<file path="config.mk">
export PLATFORM = sky130hd
export DESIGN_NAME = fetch_unit
export DESIGN_NICKNAME = d
export VERILOG_FILES = /design/src/rtl/fetch_unit_pkg.sv /design/src/rtl/fetch_unit_pc_reg.sv /design/src/rtl/fetch_unit.sv
export SDC_FILE = /design/constraint.sdc
export NUM_CORES = 1
export LEC_CHECK = 0
export ABC_AREA = 1
export CORE_AREA = 3 3 124 126
export DETAILED_ROUTE_END_ITERATION = 8
export DIE_AREA = 0 0 127 129
export PLACE_DENSITY = 0.92
export SYNTH_ARGS = -nofsm -noshare
export SYNTH_HDL_FRONTEND = slang
export SYNTH_HIERARCHICAL = 1
export SYNTH_SLANG_ARGS = --single-unit
</file>
<file path="constraint.sdc">
create_clock -name clock -period 6.95 [get_ports clock]
set_clock_uncertainty 0.05 [all_clocks]
set_input_delay 0.695 -clock clock [delete_from_list [all_inputs] [get_ports clock]]
set_output_delay 0.695 -clock clock [all_outputs]
set_load 0.02 [all_outputs]
</file>
<file path="src/rtl/fetch_unit_pkg.sv">
// rtl/fetch_unit_pkg.sv - shared fetch pipeline types and constants
package fetch_unit_pkg;

  localparam int PC_W = 32;

  typedef logic [31:0] instr_t;

  localparam logic [1:0] ST_FETCH = 2'd0;
  localparam logic [1:0] ST_WAIT  = 2'd1;
  localparam logic [1:0] ST_HOLD  = 2'd2;

endpackage

</file>
<file path="src/rtl/fetch_unit_pc_reg.sv">
// rtl/fetch_unit_pc_reg.sv - program counter with redirect / sequential / hold next-PC mux
module pc_reg
  import fetch_unit_pkg::*;
#(
  parameter logic [PC_W-1:0] RESET_PC = 32'h0000_0000,
  parameter logic [PC_W-1:0] PC_STEP  = 32'd1
) (
  input  logic            clock,
  input  logic            reset,
  input  logic            redirect_i,
  input  logic [PC_W-1:0] redirect_pc_i,
  input  logic            advance_i,
  output logic [PC_W-1:0] pc_o
);

  logic [PC_W-1:0] pc_q, pc_d;

  always_comb begin
    pc_d = pc_q;
    if (redirect_i) begin
      pc_d = redirect_pc_i;
    end else if (advance_i) begin
      pc_d = pc_q + PC_STEP;
    end
  end

  always_ff @(posedge clock or posedge reset) begin
    if (reset) begin
      pc_q <= RESET_PC;
    end else begin
      pc_q <= pc_d;
    end
  end

  assign pc_o = pc_q;

endmodule

</file>
<file path="src/rtl/fetch_unit.sv">
// rtl/fetch_unit.sv - single-outstanding instruction fetch FSM with holding register
// Optional FETCH_PERF_EN adds fetch_count / redirect_count outputs.
module fetch_unit
  import fetch_unit_pkg::*;
#(
  parameter logic [PC_W-1:0] RESET_PC = 32'h0000_0000,
  parameter logic [PC_W-1:0] PC_STEP  = 32'd1
) (
  input  logic            clock,
  input  logic            reset,
  input  logic            stall,
  input  logic            redirect,
  input  logic [PC_W-1:0] redirect_pc,
  output logic            imem_req,
  output logic [PC_W-1:0] imem_addr,
  input  logic            imem_rvalid,
  input  instr_t          imem_rdata,
  output instr_t          instr_out,
  output logic [PC_W-1:0] PC_out,
  output logic            valid_out
`ifdef FETCH_PERF_EN
  ,
  output logic [31:0]     fetch_count,
  output logic [31:0]     redirect_count
`endif
);

  logic [1:0]      state_q, state_d;
  logic            req_q, req_d;
  logic [PC_W-1:0] addr_q, addr_d;
  logic [PC_W-1:0] pc_out_q, pc_out_d;
  logic            stale_q, stale_d;
  logic            valid_q, valid_d;
  instr_t          hold_q, hold_d;
  instr_t          instr_q, instr_d;
  instr_t          present_word;
  logic            present;
  logic [PC_W-1:0] pc;

  pc_reg #(
    .RESET_PC(RESET_PC),
    .PC_STEP (PC_STEP)
  ) u_pc_reg (
    .clock        (clock),
    .reset        (reset),
    .redirect_i   (redirect),
    .redirect_pc_i(redirect_pc),
    .advance_i    (present),
    .pc_o         (pc)
  );

  always_comb begin
    state_d      = state_q;
    req_d        = 1'b0;
    addr_d       = addr_q;
    stale_d      = stale_q;
    hold_d       = hold_q;
    instr_d      = instr_q;
    pc_out_d     = pc_out_q;
    valid_d      = 1'b0;
    present      = 1'b0;
    present_word = imem_rdata;
    case (state_q)
      ST_FETCH: begin
        if (!redirect && !stall) begin
          req_d   = 1'b1;
          addr_d  = pc;
          state_d = ST_WAIT;
        end
      end
      ST_WAIT: begin
        if (redirect) begin
          // A response coinciding with the redirect is dropped now; otherwise it is still in flight.
          stale_d = !imem_rvalid;
          if (imem_rvalid) state_d = ST_FETCH;
        end else if (imem_rvalid) begin
          if (stale_q) begin
            stale_d = 1'b0;
            state_d = ST_FETCH;
          end else if (stall) begin
            hold_d  = imem_rdata;
            state_d = ST_HOLD;
          end else begin
            present = 1'b1;
          end
        end
      end
      ST_HOLD: begin
        if (redirect) begin
          state_d = ST_FETCH;
        end else if (!stall) begin
          present      = 1'b1;
          present_word = hold_q;
        end
      end
      default: state_d = ST_FETCH;
    endcase
    if (present) begin
      instr_d  = present_word;
      pc_out_d = addr_q;
      valid_d  = 1'b1;
      state_d  = ST_FETCH;
    end
  end

  always_ff @(posedge clock or posedge reset) begin
    if (reset) begin
      state_q  <= ST_FETCH;
      req_q    <= 1'b0;
      addr_q   <= '0;
      stale_q  <= 1'b0;
      hold_q   <= '0;
      instr_q  <= '0;
      pc_out_q <= '0;
      valid_q  <= 1'b0;
    end else begin
      state_q  <= state_d;
      req_q    <= req_d;
      addr_q   <= addr_d;
      stale_q  <= stale_d;
      hold_q   <= hold_d;
      instr_q  <= instr_d;
      pc_out_q <= pc_out_d;
      valid_q  <= valid_d;
    end
  end

  assign imem_req  = req_q;
  assign imem_addr = addr_q;
  assign instr_out = instr_q;
  assign PC_out    = pc_out_q;
  assign valid_out = valid_q;

`ifdef FETCH_PERF_EN
  logic [31:0] fetch_count_q, redirect_count_q;

  always_ff @(posedge clock or posedge reset) begin
    if (reset) begin
      fetch_count_q    <= '0;
      redirect_count_q <= '0;
    end else begin
      if (valid_d)  fetch_count_q    <= fetch_count_q + 32'd1;
      if (redirect) redirect_count_q <= redirect_count_q + 32'd1;
    end
  end

  assign fetch_count    = fetch_count_q;
  assign redirect_count = redirect_count_q;
`endif

endmodule

</file>
After elaboration in Yosys (flattened, before gate mapping)
Index checks and enable logic that the tools add are counted.
- input port bits: 69
- bits in registers: 165
- logic and storage cells: 54
- mux-type cells: 25
- bitwise logic cells: 2
- $add $sub $neg: 1
- equal/unequal tests: 6
- reduce and logical (&&, ||, !) cells: 11
- operators by type and width (cell ; count):
    2-to-1 mux 32 bit ; 5
    adder 32 x 1 -> 32 bit, second input constant ; 1
    2-to-1 mux 2 bit ; 8
    2-to-1 mux 1 bit ; 10
    inequality test 3 bit, second input constant ; 3
    AND reduction 4 bit ; 2
    one-hot mux 2 bit (3 select lines) ; 1
    inequality test 5 bit, second input constant ; 1
    AND reduction 2 bit ; 2
    nonzero test 2 bit ; 2
    logical NOT 1 bit ; 3
    equality test 2 x 1 -> 1 bit, second input constant ; 1
    equality test 2 bit, second input constant ; 1
    logical NOT 2 bit ; 1
    inverter 1 bit ; 2
    one-hot mux 1 bit (2 select lines) ; 1
    logical AND 1 bit ; 1

Depth between registers and ports, before layout
Gate-level depths: netlist of the first run.
- depth in word-level cells: 7
- depth in mapped cells: 12
- mapped depth without buffers: 10

By module
The synthesis of the first run kept the hierarchy.
- modules (own cells, without submodules) (module ; instances ; cells each ; area an instance (µm²)):
    fetch_unit ; 1 ; 652 ; 5733.0
    pc_reg ; 1 ; 329 ; 2282.2

Worst setup path before layout of the first run
No wires, ideal clock.
- path kind: input to register
- start: input imem_rvalid
- end: register u_pc_reg.pc_q[18] (netlist: u_pc_reg/pc_o[18])
- buffers on the path: 2
- cell stages on the path: 10
- data required time: 6.833 ns
- slack: 4.984 ns
- arrival time: 1.849 ns
- path through: nand2_2 o21bai_2 nand3_4 inv_2 buf_4 nand2_2 inv_1 buf_2 nand3_1 nand2_1
- longest elaborated chain between the ends: 4
- ends and longest elaborated chain (element ; RTL line ; text):
    start: declaration ; fetch_unit.sv:16 ; input logic imem_rvalid,
    2-to-1 mux 1 bit ; fetch_unit.sv:76 ; end else if (imem_rvalid) begin
    2-to-1 mux 1 bit ; fetch_unit.sv:72 ; if (redirect) begin
    one-hot mux 1 bit (2 select lines) ; fetch_unit.sv:63 ; case (state_q)
    net present ; fetch_unit.sv:37 ; logic present;
    nonzero test 2 bit (no source line) ; -- ;
    end signal: assignment ; fetch_unit_pc_reg.sv:31 ; pc_q <= pc_d;
    end: declaration ; fetch_unit_pc_reg.sv:16 ; logic [PC_W-1:0] pc_q, pc_d;
The timed path passes the listed nets, and every way through them passes these cells.
A chain may end at the register's enable or synchronous reset.

Worst setup path after layout of the first run
- start: input redirect
- end: register u_pc_reg.pc_q[2] (netlist: u_pc_reg/pc_o[2])
- longest elaborated chain between the ends: 3
- ends and longest elaborated chain (element ; RTL line ; text):
    start: declaration ; fetch_unit.sv:12 ; input logic redirect,
    2-to-1 mux 1 bit (on tied branches) ; fetch_unit.sv:89, fetch_unit.sv:72 ;
    one-hot mux 1 bit (2 select lines) ; fetch_unit.sv:63 ;
    nonzero test 2 bit (no source line) ; -- ;
Parallel ways exist; a longest one is shown, timed or not.

==> flow_summary_export.csv, run 1 <==
group,metric,value,unit
run_status,outcome,"finished, final reports clean",
floorplan,core,14400,µm²
cts,cts_tree,"built",
timing,timing.max_slew.rel_slack,21.4,%
route,wl_per_cell,15.2,µm
route,antenna_left,0,
cts,cts.clk_slew.worst_paths,60,ps
timing,report.final.slew_viol_count,0,
setup_path,cpPeakStageDelay,900,ps
setup_path,start_kind,"input pin",
timing,finalCritPeriodShare,61.5,%
floorplan,die-area,16400,µm²
synth,yosys_warnings,6,
layout,nFillCells,1067,
grt,grt_pass1_wl,32800,µm
timing,finalSetupViolations,0,
setup_path,crit_end,"u_pc_reg/pc_o[2]",
setup_path,crit_type,"input pin to register",
timing,hold_violations,0,
setup_path,crit_path_cell_trace,"clkdlybuf4s50_1 -> buf_4 -> nor2_2 -> nand3_4 -> inv_2 -> nand2_2 -> inv_1 -> nand2_1 -> o211ai_1",
setup_path,r2r_end,"u_pc_reg/pc_o[2]",
grt,antenna_found_initial,0,
synth,synth_edf_count,0,
cts,cts_root_buf,"clkbuf_16",
cts,cts_max_path_buffers,2,
setup_path,cp.arrival,4570,ps
placed_design,dp_hpwl,13500,µm
floorplan,die_h,129,µm
layout,syn_to_final_growth,28.3,%
floorplan,pin_count,167,
synth,ys_seq_elements,165,
grt,grt_overflow,0,
layout,final_util,71.3,%
cts,h-tree-depth,4,
layout,fin_nets,1200,
cts,clk_latency,420,ps
route,drt_iter0_markers,662,
synth,synth_ff_type,"dfrtp_1",
setup_path,critPathLaunch,"redirect",
timing,fin_crit,4280,ps
timing,fmax,0.234,GHz
placed_design,gp_congestion,0.899,
synth,ys_async_sr_fraction,100,%
placed_design,numPortBuffers,166,
floorplan,row_count,44,
layout,antenna_cells,0,
timing,worst_pin_slew,1180,ps
timing,fin_tns_setup,0,ps
power,leakagePower,5.04,nW
synth,syn_inst,981,
setup_path,critPathSlowestCell,"inv_2",
setup_path,critPathRequiredTime,7240,ps
route,vias,7143,
route,drc,0,
route,drt_first_pass_iters,5,
cts,post-cts-setup-buffer-count,0,
job,maxCapViolCount,0,
floorplan,start_util,55.6,%
setup_path,r2r_cells,10,
power,power_density,393,nW/µm²
power,irDropWorstVdd,0.186,mV
grt,grt_max_degree,101,
timing,grt_setup_unrepaired,"false",
setup_path,worstSetupEndpointType,"register",
cts,cts.sinks,165,
route,viasPerCell,5.40,
synth,ys_seq_area_share,51.5,%
synth,ys_types,30,
setup_path,critPathMaxFanout,100,
setup_path,reg2reg_from,"state_q[1]",
grt,grtUsageTotal,24.9,%
synth,synth.avg_cell_area,8.17,µm²
hold_path,hp-class,"register to register",
cts,numCtsBuffers,17,
grt,grt_pass1_vias,6586,
cts,cts.repair.resized,0,
cts,holdBufCountCts,0,
route,wl,20200,µm
floorplan,die_w,127,µm
layout,drive_above_1_share,6.41,%
synth,synthesis.nets,1054,
synth,synth_area,8020,µm²
setup_path,rrSetupSlack,2920,ps
area by class of cell:
class	instances	area (µm²)	area share, %
Inverter	69	264	2.57
Clock buffer	21	470	4.57
Sequential cell	165	4130	40.2
Timing Repair Buffer	171	1690	16.5
Multi-Input combinational cell	703	3390	33.0
Tap cell	184	230	2.24
Clock inverter	10	105	1.02
where the power goes:
part | internal, mW | switching [mW] | total, mW
registers | 1.33 | 0.254 | 1.58
logic | 0.686 | 0.854 | 1.54
clock network | 0.551 | 0.368 | 0.919
total | 2.57 | 1.48 | 4.04
sequential cells by signal (all words and copies together), names as in the netlist:
register,count
imem_req,1
valid_out,1
u_pc_reg/pc_o,32
PC_out,32
imem_addr,32
hold_q,32
state_q,2
instr_out,32
stale_q,1
routing by layer:
layer  wire [µm]  track usage (%)  part of all wire [%]  up-vias
met5           0                0                     0        -
met4         252             7.63                   1.3        0
met3        1490             5.48                   7.4       30
met2        9930             40.4                    49      321
met1        8480             33.8                    42     3382
li1            -                -                     -     3410
layout by cell type, fill, tap and decap left out, types with 4 or more instances in the layout:
cell	count
nor2_4	10
o21bai_1	4
nand2_2	9
nand3_1	37
dfrtp_1	165
nand2_1	411
inv_1	62
o21ai_1	11
inv_2	6
and2_1	4
ha_1	4
nor2_2	6
clkdlybuf4s50_1	165
buf_4	5
o21ai_0	93
clkbuf_16	17
clkinv_2	6
mux2i_1	32
nor2_1	35
xor2_1	10
a22oi_1	24
critical path, delay by kind of cell:
kind	cells	cell delay, ps
compound gates	1	190
simple gates	4	1390
buf+inv	4	2230
synthesized netlist by cell type, drive strengths merged, types with 4 or more instances:
cell    count  share of area, %
clkbuf     16              0.80
mux2i      32               4.0
inv        69               3.2
nand3      39               2.7
a22oi      24               2.2
xor2       10               1.1
o21bai      5              0.52
nor2       51               3.5
ha          4              0.62
dfrtp     165                52
o21ai     104               6.5
buf        28               2.2
nand2     422                20
and2        4              0.31
stage by stage:
step,setup WS (ps),std cells,hold slack (ps),area (µm²),power [mW]
6_report,2670,1323,428,10300,4.04
3_3_place_gp,2410,1292,412,9710,3.07
4_1_cts,2720,1323,431,10300,4.07
2_1_floorplan,2650,981,417,8020,2.39
5_1_grt,2270,1323,453,10300,4.28
3_5_place_dp,2300,1292,415,9710,3.13
worst min path at each step:
stage / to / start / cells past startpoint
finish: PC_out[31] / PC_out[31] / 2
global placement: PC_out[27] / PC_out[27] / 2
global route: PC_out[27] / PC_out[27] / 2
floorplan: state_q[1] / state_q[1] / 2
detailed placement: PC_out[27] / PC_out[27] / 2
CTS: PC_out[3] / PC_out[3] / 2
kinds of logic (layout without fill, tap and decap cells):
group                      after synthesis  after routing  share of synthesized area (%)
and+or+nand+nor                        518            518                           26.9
DFF                                    165            165                           51.5
buffers and inverters                  113            271                           6.18
adders and majority gates                4              4                          0.624
muxes                                   32             32                           4.00
xor gates and xnor gates                10             10                           1.09
AOI/OAI and AO/OA                      139            139                           9.73
No activity file was read; power rests on OpenSTA's default activity.
==> inputs of run 2 (changes only) <==
--- a/config.mk
+++ b/config.mk
@@ -6,10 +6,10 @@
 export NUM_CORES = 1
 export LEC_CHECK = 0
 export ABC_AREA = 1
-export CORE_AREA = 3 3 124 126
+export CORE_AREA = 3 3 129 131
 export DETAILED_ROUTE_END_ITERATION = 8
-export DIE_AREA = 0 0 127 129
-export PLACE_DENSITY = 0.92
+export DIE_AREA = 0 0 132 134
+export PLACE_DENSITY = 0.87
 export SYNTH_ARGS = -nofsm -noshare
 export SYNTH_HDL_FRONTEND = slang
 export SYNTH_HIERARCHICAL = 1
==> constraint.sdc (replaced) <==
create_clock -name clock -period 4.2 [get_ports clock]
set_clock_uncertainty 0.05 [all_clocks]
set_input_delay 0.42 -clock clock [delete_from_list [all_inputs] [get_ports clock]]
set_output_delay 0.42 -clock clock [all_outputs]
set_load 0.02 [all_outputs]
==> run 2 against run 1 <==
  * First-iteration DRC count shrank 11%
  * Via count shrank 0.28%
  * Register-to-register slack lost 1600 ps
  * Sequential share of layout area shrank 0.47 points
  * Global-route usage shrank 1.6 points
  * Flip-flop and latch count is the same
  * Die area grew 8.0%
  * Clock power grew 74%
  * Setup slack lost 1300 ps
  * Core utilization shrank 5.1 points
  * Sequential power grew 66%
==> flow_summary_export.csv, run 2 (synthesized netlist as in run 1, its figures left out) <==
group,metric,value,unit
run_status,outcome,"finished, final reports clean",
cts,cts_root_buf,"clkbuf_16",
grt,grt_max_degree,76,
cts,cts_max_path_buffers,2,
timing,timing.max_slew.rel_slack,27.8,%
timing,hold_violations,0,
hold_path,hp-class,"register to register",
setup_path,crit_type,"register to register",
setup_path,critPathRequiredTime,4490,ps
timing,final.setup.worst_slack,1350,ps
power,clockPowerShare,23.6,%
job,maxCapViolCount,0,
setup_path,worstSetupEndpointType,"register",
route,drt_first_pass_iters,6,
floorplan,core,15700,µm²
cts,cts.clk_slew.worst_paths,60,ps
cts,cts.repair.resized,0,
setup_path,critPathSlowestCell,"inv_1",
cts,numCtsBuffers,17,
route,drc,0,
grt,grt_pass1_wl,33500,µm
cts,clk_latency,430,ps
power,p_sw_share,36.4,%
route,wl,20400,µm
cts,holdBufCountCts,0,
layout,multi_input_area,3390,µm²
layout,final_util,66.2,%
setup_path,critPathBufInv,3,
setup_path,cpPeakStageDelay,620,ps
route,vias,7123,
floorplan,die_w,132,µm
grt,grt_overflow,0,
placed_design,place_ws,1140,ps
layout,mostFrequentLayoutCells,"nand2_1, dfrtp_1, clkdlybuf4s50_1",
layout,drive_above_1_share,6.90,%
setup_path,rrSetupSlack,1350,ps
layout,final_common_cell,"nand2_1",
route,wl_per_cell,15.0,µm
timing,hold_slack,431,ps
cts,post-cts-setup-buffer-count,0,
timing,fmax,0.351,GHz
cts,cts_tree,"built",
timing,finalSetupViolations,0,
power,leakagePower,5.08,nW
setup_path,r2r_cells,10,
setup_path,start_kind,"register",
floorplan,start_util,51.0,%
route,viasPerCell,5.23,
route,drt_iter0_markers,587,
cts,cts.sinks,165,
setup_path,reg2reg_from,"state_q[1]",
layout,fin_nets,1205,
placed_design,dp_hpwl,14100,µm
floorplan,die-area,17700,µm²
timing,grt_setup_unrepaired,"false",
timing,fin_crit,2850,ps
placed_design,numPortBuffers,166,
power,p_sw,2.47,mW
power,power_frac_seq,38.7,%
floorplan,pin_count,167,
layout,nFillCells,1262,
setup_path,cp.arrival,3130,ps
power,irDropWorstVdd,0.330,mV
timing,fin_tns_setup,0,ps
power,p_comb_share,37.7,%
layout,seqCellArea,4130,µm²
power,power_density,651,nW/µm²
setup_path,crit_path_cell_trace,"inv_1 -> ha_1 -> nand2_2 -> o21bai_2 -> nand3_4 -> inv_2 -> nand2_2 -> inv_1 -> nand2_1 -> o211ai_1",
setup_path,crit_end,"u_pc_reg/pc_o[2]",
grt,grtUsageTotal,23.3,%
setup_path,cp_num_cells,10,
grt,grt_pass1_vias,6741,
timing,worst_pin_slew,1080,ps
setup_path,crit_family,"buffers and inverters",
grt,antenna_found_initial,0,
setup_path,critPathMaxFanout,45,
layout,syn_to_final_growth,29.8,%
setup_path,r2r_end,"u_pc_reg/pc_o[2]",
floorplan,die_h,134,µm
timing,finalCritPeriodShare,67.7,%
route,antenna_left,0,
timing,report.final.slew_viol_count,0,
placed_design,gp_congestion,0.943,
setup_path,critPathLaunch,"state_q[1]",
layout,antenna_cells,0,
floorplan,row_count,46,
power,intPower,4.31,mW
cts,h-tree-depth,4,
run 2: cell types whose count changed in the layout (fill, tap and decap cells not counted):
cell,before,now
buf_4,5,9
clkinv_2,6,4
inv_6,1,3
buf_12,0,1
bufinv_16,2,3
clkbuf_8,3,2
clkinv_4,0,1
run 2: layer usage:
| metal | vias up | part of all wire, % | GRT usage [%] |
|---|---|---|---|
| met5 | - | 0 | 0 |
| met4 | 0 | 1.4 | 6.59 |
| met3 | 26 | 7.7 | 5.44 |
| met2 | 316 | 50 | 39.2 |
| met1 | 3359 | 41 | 30.6 |
| li1 | 3422 | - | - |
run 2: how the worst min path moves through the flow:
| stage | endpoint | cells after the start | slack, ps | startpoint |
|---|---|---|---|---|
| 2_1_floorplan | state_q[1] | 2 | 420 | state_q[1] |
| 3_3_place_gp | PC_out[14] | 2 | 410 | PC_out[14] |
| 3_5_place_dp | PC_out[5] | 2 | 420 | PC_out[5] |
| 4_1_cts | PC_out[1] | 2 | 430 | PC_out[1] |
| 5_1_grt | PC_out[20] | 2 | 460 | PC_out[20] |
| 6_report | instr_out[6] | 2 | 430 | instr_out[6] |
run 2: final cells by class:
class / count / area share [%]
Inverter: 69 / 2.54
Multi-Input combinational cell: 703 / 32.6
Sequential cell: 165 / 39.7
Clock buffer: 20 / 4.39
Clock inverter: 12 / 1.45
Timing Repair Buffer: 176 / 16.8
Tap cell: 216 / 2.60
run 2: stage by stage:
| step | power [mW] | cell area, µm² | instances |
|---|---|---|---|
| after floorplan | 3.96 | 8020 | 981 |
| after global placement | 5.10 | 9800 | 1329 |
| after detailed placement | 5.19 | 9800 | 1329 |
| after CTS | 6.83 | 10400 | 1361 |
| after global routing | 7.16 | 10400 | 1361 |
| final | 6.78 | 10400 | 1361 |
run 2: tightest hold or removal path: stages (launching register included):
cell and delay [ps]:
dfrtp_1 340, nand2_1 50, o21ai_0 60
run 2: power groups by stage:
stage	Combinational [mW]	Clock (mW)	Sequential (mW)
after CTS	2.58	1.63	2.62
after global placement	2.48	0	2.62
after floorplan	0.919	0	3.04
after detailed placement	2.55	0	2.64
after global routing	2.78	1.69	2.69
final	2.55	1.60	2.62
